## src/rtl/ad7606_ser_emu.sv

```systemverilog
// AD7606 serial-interface responder: convst-triggered busy window followed by
// an MSB-first 8-channel frame on one data line, clocked out by ad_rd falling edges.
module ad7606_ser_emu #(
    parameter int CONV_CYCLES = 200,
    parameter int DW          = 16
) (
    input  logic            clk,
    input  logic            rst_n,
    input  logic            convst,
    input  logic            ad_cs,
    input  logic            ad_rd,
    input  logic            ad_rst,
    input  logic [2:0]      ad_os,
    input  logic [8*DW-1:0] ch_data,
    output logic            ad_busy,
    output logic            firstdata,
    output logic            ad_data_out,
    output logic            frame_done
);
    localparam int FW = 8 * DW;
    localparam int IW = $clog2(FW + 1);
    localparam int CW = $clog2(CONV_CYCLES * 64 + 1);
    localparam logic [IW-1:0] FW_I   = IW'(FW);
    localparam logic [IW-1:0] LAST_I = IW'(FW - 1);
    localparam logic [IW-1:0] DW_I   = IW'(DW);

    typedef enum logic [1:0] {
        IDLE  = 2'd0,
        CONV  = 2'd1,
        READY = 2'd2
    } state_t;

    state_t          state_r;
    state_t          state_n_s;
    logic            convst_r;
    logic            cs_r;
    logic            rd_r;
    logic [FW-1:0]   frame_r;
    logic [IW-1:0]   idx_r;
    logic [IW-1:0]   idx_n_s;
    logic [CW-1:0]   cnt_r;
    logic [2:0]      os_r;
    logic            busy_r;
    logic            first_r;
    logic            dout_r;
    logic            done_r;
    logic            done_n_s;
    logic            convst_rise_s;
    logic            rd_fall_s;
    logic [CW-1:0]   conv_len_s;
    logic [FW-1:0]   shifted_s;

    assign convst_rise_s = convst & ~convst_r;
    assign rd_fall_s     = ~ad_rd & rd_r;
    assign conv_len_s    = CW'(CONV_CYCLES) << os_r;
    // The bit at the post-update index sits at the top after shifting.
    assign shifted_s     = frame_r << idx_n_s;

    assign ad_busy     = busy_r;
    assign firstdata   = first_r;
    assign ad_data_out = dout_r;
    assign frame_done  = done_r;

    // Next-state and read-index logic.
    always_comb begin
        state_n_s = state_r;
        idx_n_s   = idx_r;
        done_n_s  = 1'b0;
        case (state_r)
            IDLE: begin
                if (convst_rise_s) begin
                    state_n_s = CONV;
                    idx_n_s   = {IW{1'b0}};
                end else begin
                    state_n_s = IDLE;
                end
            end
            CONV: begin
                if (cnt_r == conv_len_s) begin
                    state_n_s = READY;
                end else begin
                    state_n_s = CONV;
                end
            end
            READY: begin
                if (convst_rise_s) begin
                    state_n_s = CONV;
                    idx_n_s   = {IW{1'b0}};
                end else if (rd_fall_s && !cs_r && (idx_r != FW_I)) begin
                    // cs_r gates the shift so an rd edge coinciding with CS release still counts.
                    idx_n_s  = idx_r + IW'(1);
                    done_n_s = (idx_r == LAST_I);
                end else begin
                    idx_n_s = idx_r;
                end
            end
            default: begin
                state_n_s = IDLE;
            end
        endcase
    end

    // State, capture, counters and registered outputs; ad_rst mirrors rst_n synchronously.
    always_ff @(posedge clk or negedge rst_n) begin
        if (!rst_n) begin
            state_r  <= IDLE;
            convst_r <= 1'b0;
            cs_r     <= 1'b1;
            rd_r     <= 1'b1;
            frame_r  <= {FW{1'b0}};
            idx_r    <= {IW{1'b0}};
            cnt_r    <= {CW{1'b0}};
            os_r     <= 3'd0;
            busy_r   <= 1'b0;
            first_r  <= 1'b0;
            dout_r   <= 1'b0;
            done_r   <= 1'b0;
        end else if (ad_rst) begin
            state_r  <= IDLE;
            convst_r <= 1'b0;
            cs_r     <= 1'b1;
            rd_r     <= 1'b1;
            frame_r  <= {FW{1'b0}};
            idx_r    <= {IW{1'b0}};
            cnt_r    <= {CW{1'b0}};
            os_r     <= 3'd0;
            busy_r   <= 1'b0;
            first_r  <= 1'b0;
            dout_r   <= 1'b0;
            done_r   <= 1'b0;
        end else begin
            convst_r <= convst;
            cs_r     <= ad_cs;
            rd_r     <= ad_rd;
            state_r  <= state_n_s;
            idx_r    <= idx_n_s;
            done_r   <= done_n_s;
            if (convst_rise_s && (state_r != CONV)) begin
                frame_r <= ch_data;
                os_r    <= (ad_os == 3'd7) ? 3'd0 : ad_os;
                cnt_r   <= {CW{1'b0}};
            end else if (state_r == CONV) begin
                cnt_r <= cnt_r + CW'(1);
            end else begin
                cnt_r <= cnt_r;
            end
            busy_r  <= (state_r == CONV) && (cnt_r != conv_len_s);
            first_r <= (state_n_s == READY) && !ad_cs && (idx_n_s < DW_I);
            dout_r  <= (state_n_s == READY) && !ad_cs && (idx_n_s != FW_I) && shifted_s[FW-1];
        end
    end
endmodule

```

## config.mk

```make
export PLATFORM = sky130hd
export DESIGN_NAME = ad7606_ser_emu
export DESIGN_NICKNAME = d
export VERILOG_FILES = /design/src/rtl/ad7606_ser_emu.sv
export SDC_FILE = /design/constraint.sdc
export NUM_CORES = 1
export LEC_CHECK = 0
export BUFFER_PORTS_ARGS = -buffer_cell sky130_fd_sc_hd__clkbuf_2
export CAP_MARGIN = 10
export CORE_MARGIN = 3
export CORE_UTILIZATION = 50
export CTS_BUF_LIST = sky130_fd_sc_hd__clkbuf_16
export CTS_CLUSTER_SIZE = 30
export DETAILED_ROUTE_END_ITERATION = 8
export PLACE_DENSITY = 0.72
export SLEW_MARGIN = 20
export SYNTH_ARGS = -nofsm -noshare
export SYNTH_HDL_FRONTEND = slang
export SYNTH_SLANG_ARGS = --single-unit
```

## constraint.sdc

```tcl
create_clock -name clk -period 4.1 [get_ports clk]
set_clock_uncertainty 0.15 [all_clocks]
set_input_delay 0.82 -clock clk [delete_from_list [all_inputs] [get_ports clk]]
set_output_delay 0.82 -clock clk [all_outputs]
set_load 0.02 [all_outputs]
```

### Yosys cells after proc, flatten, opt, wreduce, memory -nomap -nowiden

Cells that the tools add are included.

| operators by class | value |
|---|---|
| add/subtract/negate cells | 2 |
| multiply operators | 0 |
| divide/modulo/power cells | 0 |
| magnitude comparators | 1 |
| equality and inequality tests | 10 |
| shift-type cells | 2 |
| multiplexer cells | 28 |
| bitwise operators | 4 |
| reductions and logical operators | 13 |

Operators by type and width:

| operator | count |
|---|---|
| two-way mux 128 bit | 2 |
| left shift 128 x 8 -> 128 bit | 1 |
| two-way mux 14 bit | 3 |
| two-way mux 8 bit | 4 |
| inequality test 8 bit, second input constant | 2 |
| case mux 8 bit (2 select lines) | 1 |
| adder 14 x 1 -> 14 bit, second input constant | 1 |
| == test 14 bit | 1 |
| inequality test 14 bit | 1 |
| left shift 8 x 3 -> 14 bit, first input constant | 1 |
| two-way mux 1 bit | 11 |
| two-way mux 3 bit | 3 |
| adder 8 x 1 -> 8 bit, second input constant | 1 |
| == test 8 x 7 -> 1 bit, second input constant | 1 |
| logical AND 1 bit | 8 |
| < comparator 8 x 5 -> 1 bit, second input constant | 1 |
| two-way mux 2 bit | 3 |
| case mux 2 bit (3 select lines) | 1 |
| == test 2 bit, second input constant | 2 |
| == test 3 bit, second input constant | 1 |
| nonzero test 3 bit | 1 |
| AND 1 bit | 2 |
| == test 2 x 1 -> 1 bit, second input constant | 1 |
| logical NOT 1 bit | 2 |
| other kinds (4) | 5 |

| word-level totals | value |
|---|---|
| register bits after elaboration | 162 |
| latch bits | 0 |
| memory bits (writable) | 0 |
| ROM bits | 0 |
| input bits | 137 |
| output and inout port bits | 4 |
| memories kept | 0 |

### Logic depth before layout (Yosys ltp)

Gate-level depths: netlist (run 1).

| logic depth | value |
|---|---|
| depth after elaboration | 11 |
| gate-level depth with buffers | 15 |
| depth with buffers taken out | 11 |

### Least setup slack after synthesis (run 1)

No wires, ideal clock.

| timing path | value |
|---|---|
| path kind | reg2reg |
| start | register idx_r[0] |
| end | register dout_r, in the netlist ad_data_out |
| setup time | 0.122 ns |
| arrival time | 2.967 ns |
| setup slack | 0.862 ns |
| cell stages (with the launch flop) | 16 |
| clock period less this slack | 3.238 ns |
| cell sequence | dfrtp_1 > clkbuf_1 > inv_1 > ha_1 > or3b_2 > o211a_1 > buf_6 > a21o_1 > nand2_2 > buf_6 > buf_6 > mux2i_1 > o21ai_1 > a311oi_1 > o32ai_1 > a32o_1 |

| on the way | value |
|---|---|
| longest elaborated chain between the ends | 9 |
| elaborated cells on any way between the ends | 12 |
| classes of those cells | add/sub: 1; eq/ne: 2; shift: 1; mux: 5; reduce/logical: 3 |

Ends and longest elaborated chain:

| element | line | text |
|---|---|---|
| from (decl) | 39 | `logic [IW-1:0] idx_r;` |
| from (signal assigned) | 111 | `idx_r <= {IW{1'b0}};` |
| from (signal assigned) | 124 | `idx_r <= {IW{1'b0}};` |
| from (signal assigned) | 136 | `idx_r <= idx_n_s;` |
| parallel branches: the longest is 4 deep, another holds adder 8 x 1 -> 8 bit | -- |  |
| case mux 8 bit (2 select lines) * | 69 | `case (state_r)` |
| parallel branches: the longest is 2 deep, another holds left shift 128 x 8 -> 128 bit | -- |  |
| logical AND 1 bit * | 149 | `dout_r <= (state_n_s == READY) && !ad_cs && (idx_n_s != FW_I) && shifted_s[FW-1];` |
| two-way mux 1 bit * | 118 | `end else if (ad_rst) begin` |
| to (signal assigned) | 149 |  |
| to (decl) | 45 | `logic dout_r;` |

Mark *: on every way between the ends.
A chain may end at the register's enable or synchronous reset.

### Final worst setup path (run 1)

Same ends and word-level chain as after synthesis.

==> results of run 1 <==
## Yosys cell counts (all sizes together), types with 3 or more instances
cell type,number
o211ai,6
a21oi,27
xnor2,6
nand3,30
nor4,3
a211oi,9
a311oi,6
nand3b,128
inv,22
and3,7
nand4,4
nand4b,5
clkbuf,59
mux2i,38
o22ai,8
or2,7
a31oi,6
mux2,4
and4,5
nor2,41
nor3,8
xor2,8
a21o,4
or3,7
buf,16
nor2b,3
and2,4
nand2,299
a32oi,4
nand2b,6
a22oi,4
o21a,3
o2111ai,5
ha,8
dfrtp,160
o31ai,3
o21ai,31
## cells by family (layout without fill, tap and decap cells)
logic type	after synthesis	count (layout)
and+or+nand+nor	566	566
DFF	162	162
AOI/OAI and AO/OA	139	139
buffers and inverters	97	216
muxes	43	43
xor gates and xnor gates	14	14
adders and majority gates	8	8
## worst max-delay path by stage
stage | end | slack (ps) | depth (start not counted)
after detailed placement | ad_data_out | 360 | 11
after CTS | ad_data_out | 520 | 12
after global routing | ad_data_out | 220 | 12
after floorplan | ad_data_out | 860 | 15
after global placement | ad_data_out | 440 | 11
final | ad_data_out | 490 | 12
## routing by layer
layer  share of wire  up-vias  routed length, um
li1                -     3761                  -
met1            0.44     3747              10400
met2            0.49      214              11400
met3           0.046       33               1070
met4           0.022        0                522
met5               0        -                  0
## flip-flops by register name, indices dropped and copies added, names as in the netlist
name	flops
cnt_r	14
idx_r	8
state_r	2
convst_r	1
cs_r	1
frame_done	1
firstdata	1
rd_r	1
ad_busy	1
frame_r	128
ad_data_out	1
os_r	3
## critical path: cells and delay by family (launching register included)
| kind | cells | cell delay (ps) |
|---|---|---|
| AO/OA/AOI/OAI | 5 | 1040 |
| AND/OR/NAND/NOR | 4 | 1340 |
| buffers and inverters | 2 | 350 |
| flip-flops | 1 | 490 |
| adder cells (fa/ha/maj) | 1 | 140 |
## layout make-up
| cell class | count | area, um^2 | share of cell area |
|---|---|---|---|
| Tap cell | 225 | 282 | 0.0270 |
| Sequential cell | 162 | 4060 | 0.390 |
| Inverter | 22 | 82.6 | 0.00793 |
| Timing Repair Buffer | 163 | 920 | 0.0884 |
| Multi-Input combinational cell | 770 | 4530 | 0.436 |
| Clock buffer | 17 | 425 | 0.0409 |
| Clock inverter | 14 | 108 | 0.0103 |
## power by group
group	switching, mW	leakage (nW)	internal [mW]
Clock	0.672	0.262	0.778
Combinational	0.273	2.60	0.195
Sequential	0.0969	2.12	1.72
Total	1.04	4.98	2.69
==> flow_summary.toml, run 1 <==
[run_status]
run_status = "completed"

[power_and_ir_drop]
ir_drop_mv = 0.304
power_per_cell_area_mw_per_mm2 = 359
power_mw = 3.74
power_leakage_nw = 4.98

[synth]
synth_compound_area_frac = 0.106
yosys.area_share.adder = 0.0111
synth_area_leader_cell = "dfrtp_1"
synth-simple-area-share = 0.322
synth_warnings = 0
synth_edf_count = 0
async_flop_share = 1.00
synth_cell_types = 76
synth_top_cell_area_share = 0.446
synth-xor-area-share = 0.0137
synthMuxAreaShare = 0.0499
syn_nets = 1174
syn_area_mm2 = 0.00898
syn_avg_cell_area_um2 = 8.73
ys_ff_latch = 162
synth_area_leaders = "dfrtp_1 (45%), nand2_1 (12%), nand3b_1 (11%)"
synth_top_family_by_area = "simple AND/OR/NAND/NOR gates"
ys.flop_type = "dfrtp_1"
syn_inst = 1029
synth-seq-area-share = 0.452

[final_layout]
drive_gt1_frac = 0.192
final_cell_mix = "nand2_1 (297), dfrtp_1 (160), clkbuf_2 (138), nand3b_1 (128), nor2_1 (40)"
syn_to_final_growth_pct = 15.9
nets = 1281
fin_cells = 1373
stdcell_area_mm2 = 0.0104
final_core_util = 0.598
layout_commonest_cell = "nand2_1"
num_antenna_cells = 0
fillCellCount = 1579

[global_routing]
grt_max_degree = 104
met2_usage = 0.382
grtUsageMet3 = 0.0379
grt_pass1_wl_mm = 37.8
top_usage_layer = "met2"
met1_usage = 0.335
antenna_found_initial = 0
grt_usage = 0.239
first_global_vias = 7349
grt_overflow = 0

[floorplan]
ios = 141
fp.dieW_um = 140
initial_core_util = 0.516
fp.dieH_um = 140
rows = 48
die-area_mm2 = 0.0196
design.core.area_mm2 = 0.0174

[critical_path]
crit_type = "register to register"
rrSetupSlack_ps = 490
reg2reg_from = "idx_r[0]"
critPathLaunchType = "register"
cp_max_fo = 12
path_cells = "inv_1 > ha_1 > or3b_2 > o211a_1 > or2_4 > and2_0 > buf_4 > a211oi_1 > a311oi_1 > a211o_1 > and4_1 > a32o_1"
r2r_cells = 12
slowest_delay_ps = 490
required_ps = 4270
r2r_end = "ad_data_out"
critPathCaptureType = "register"
slowest_stage = "dfrtp_1"
crit_arrival_ps = 3780
startpoint = "idx_r[0]"

[drt]
firstDrtPassIters = 5
final_antenna_net_count = 0
vias = 7755
drt_iter0_drc = 768
wl_mm = 23.4
post_drt_wl_per_cell_um = 17.0
drc_errors = 0
vias_per_cell = 5.65

[clocking]
cts.sinks = 162
cts-buffers-inserted = 17
cts-htree-levels = 4
postCtsHoldBufs = 0
post_cts_resized = 0
clockRootBuffer = "clkbuf_16"
clk_latency_ps = 430
cts_setup_buffers = 0
cts.clk_slew.worst_paths_ps = 70
cts.path.max_buffers = 2
cts_tree = "done"

[timing]
setup_viol = 0
slew_viol_final = 0
fin_crit_sh = 0.881
tns_ps = 0
max_freq_mhz = 277
holdWs_ps = 214
slew_headroom = 0.508
period_needed_ps = 3610
fin_ws_ps = 490
tightest_slew_ps = 739
rsz0062_at_grt = "no"
hold_violations = 0

[placement]
port_buffers = 140
dp_hpwl_mm = 17.0
dpl_cell_area_mm2 = 0.00987
dp.cells = 1342
gp_congestion = 0.920
preCtsSetupSlack_ps = 363

[flow_run]
drv_cap = 0

[hold_path]
hold_path_class = "input port to asynchronous set/reset pin"
(Power assumes the default switching activity.)
==> inputs of run 2 (changes only) <==
Settings changed: ABC_AREA set to 1, PLACE_DENSITY 0.72 to unset, PLACE_DENSITY_LB_ADDON set to 0.12.
==> run 2 against run 1 <==
Effect of this change:
- routed wire length down 13%
- clock power increased by 9%
- first-iteration DRC count decreased by 30%
- sequential power hardly changed
- via count is 3.5% lower
- synthesized cell count is 8.4% higher
- worst setup slack better by 590 ps
- worst hold slack better by 31 ps
- total power increased by 4.8%
- critical path depth grew 6
- sequential share of layout area grew 2.8 points
==> flow_summary.toml, run 2 <==
[synth]
synth_area_leader_cell = "dfrtp_1"
synth_common_cells = "nand2_1 (424), dfrtp_1 (160), o21ai_0 (150)"
syn_area_mm2 = 0.00831
synth_warnings = 0
synth_area_leaders = "dfrtp_1 (48%), nand2_1 (19%), o21ai_0 (9.0%)"
synth_edf_count = 0
synth_cell_types = 40
syn_avg_cell_area_um2 = 7.45
ys.flop_type = "dfrtp_1"
synth_top_cell_area_share = 0.482
yosysMostFrequentCell = "nand2_1"
syn_nets = 1260
ys_ff_latch = 162
async_flop_share = 1.00
syn_inst = 1115
synth-seq-area-share = 0.488

[critical_path]
critPathCaptureType = "register"
critPathLaunchType = "register"
crit_type = "register to register"
path_cells = "inv_1 > ha_1 > inv_1 > nor2_1 > nand2_2 > nand2_2 > nand2_1 > nand3_1 > nand2_2 > buf_12 > nand2_1 > nand3_1 > nand3_1 > nand3_1 > nand3_1 > nand3_1 > a21oi_1 > nor2_1"
slowest_stage = "dfrtp_1"
required_ps = 4260
r2r_cells = 18
slowest_delay_ps = 420
cp_max_fo = 32
crit_arrival_ps = 3190
cpMostUsedCell = "nand3_1"
rrSetupSlack_ps = 1080

[drt]
post_drt_wl_per_cell_um = 14.0
drt_iter0_drc = 534
vias = 7484
wl_mm = 20.3
firstDrtPassIters = 7
vias_per_cell = 5.18
final_antenna_net_count = 0
drc_errors = 0

[final_layout]
largest_reg_flops = 128
fillCellCount = 1471
syn_to_final_growth_pct = 16.8
fin_cells = 1445
stdcell_area_mm2 = 0.00970
num_antenna_cells = 0
layout_commonest_cell = "nand2_1"
drive_gt1_frac = 0.179
top_regs = "frame_r x128, cnt_r x14, idx_r x8"
final_cell_mix = "nand2_1 (423), dfrtp_1 (160), o21ai_0 (150), clkbuf_2 (139), nand3_1 (137)"
regMostFlops = "frame_r"
nets = 1362

[clocking]
cts.clk_slew.worst_paths_ps = 60
cts-buffers-inserted = 17
clk_latency_ps = 430
cts.path.max_buffers = 2
cts_tree = "done"
cts.sinks = 162
postCtsHoldBufs = 0
post_cts_resized = 0
cts-htree-levels = 4
clockRootBuffer = "clkbuf_16"
cts_setup_buffers = 0

[floorplan]
fp.dieH_um = 135
initial_core_util = 0.517
ios = 141
design.core.area_mm2 = 0.0161
fp.dieW_um = 135
rows = 46
die-area_mm2 = 0.0182

[timing]
slew_headroom = 0.323
setup_viol = 0
hold_violations = 0
tns_ps = 0
max_freq_mhz = 331
rsz0062_at_grt = "no"
fin_crit_sh = 0.737
tightest_slew_ps = 1020
period_needed_ps = 3020
fin_ws_ps = 1080
slew_viol_final = 0

[global_routing]
met2_usage = 0.344
antenna_found_initial = 0
top_usage_layer = "met2"
grt_max_degree = 257
met1_usage = 0.335
grtUsageMet3 = 0.0477
grt_pass1_wl_mm = 33.4
grt_usage = 0.227
first_global_vias = 6900
grt_overflow = 0

[power_and_ir_drop]
power_mw = 3.92
ir_drop_mv = 0.293
power_leakage_nw = 4.62
power_per_cell_area_mw_per_mm2 = 403

[placement]
gp_congestion = 0.853
dp_hpwl_mm = 13.6
preCtsSetupSlack_ps = 810
dp.cells = 1414
dpl_cell_area_mm2 = 0.00912
port_buffers = 140

[hold_path]
hold_path_class = "input port to asynchronous set/reset pin"

[flow_run]
drv_cap = 0

[run_status]
run_status = "completed"
[run 2: cell types whose count changed after synthesis, moves of 7 or more]
cell	change
inv_1	+21
a21oi_1	-8
a211oi_1	-9
xor2_1	-7
nand2_1	+127
o22ai_1	-7
nand3_1	+107
o21ai_0	+121
clkbuf_1	-18
mux2i_1	-38
inv_2	+14
nand3b_1	-128
[run 2: worst max-delay path, delay by kind of cell, from the launching register on]
family | cells | cell delay (ps)
DFF | 1 | 420
AOI/OAI and AO/OA | 1 | 160
and+or+nand+nor | 13 | 1470
buffers and inverters | 3 | 510
adders and majority gates | 1 | 170
[run 2: worst paths after layout]
check                                  from     endpoint
min in group clk                frame_r[98]  frame_r[98]
max in group asynchronous             rst_n   frame_r[9]
worst max register to register     idx_r[0]  ad_data_out
worst min-delay path                  rst_n      os_r[1]
worst max-delay path               idx_r[0]  ad_data_out
worst min register to register  frame_r[98]  frame_r[98]
[run 2: cells by family after synthesis]
logic type,count (synthesis),share of synthesized area
flops,162,0.488
xor+xnor,1,0.00105
compound gates,180,0.113
buf+inv,125,0.0619
simple gates,639,0.324
fa+ha+maj,8,0.0121
[run 2: report_power, final]
group          switching, mW  internal [mW]
clock network          0.681          0.903
logic                  0.302          0.187
registers             0.0941           1.75
[run 2: metal layers]
| metal | routed length, um | part of all wire | vias up |
|---|---|---|---|
| li1 | - | - | 3825 |
| met4 | 252 | 0.012 | 0 |
| met5 | 0 | 0 | - |
| met2 | 9080 | 0.45 | 229 |
| met3 | 1200 | 0.059 | 23 |
| met1 | 9750 | 0.48 | 3407 |
[run 2: layout make-up]
| type | count | area, um^2 | share of cell area |
|---|---|---|---|
| clock buffer | 17 | 425 | 0.0438 |
| multi-input combinational | 828 | 3740 | 0.386 |
| clock inverter | 14 | 156 | 0.0161 |
| inverter | 59 | 225 | 0.0232 |
| sequential | 162 | 4060 | 0.418 |
| tap | 216 | 270 | 0.0279 |
| timing repair buffer | 149 | 825 | 0.0850 |
[run 2: through the flow]
stage	hold WS (ps)	util
2_1_floorplan	303	-
3_3_place_gp	316	0.568
3_5_place_dp	323	0.568
4_1_cts	303	0.604
5_1_grt	304	0.604
6_report	245	0.604
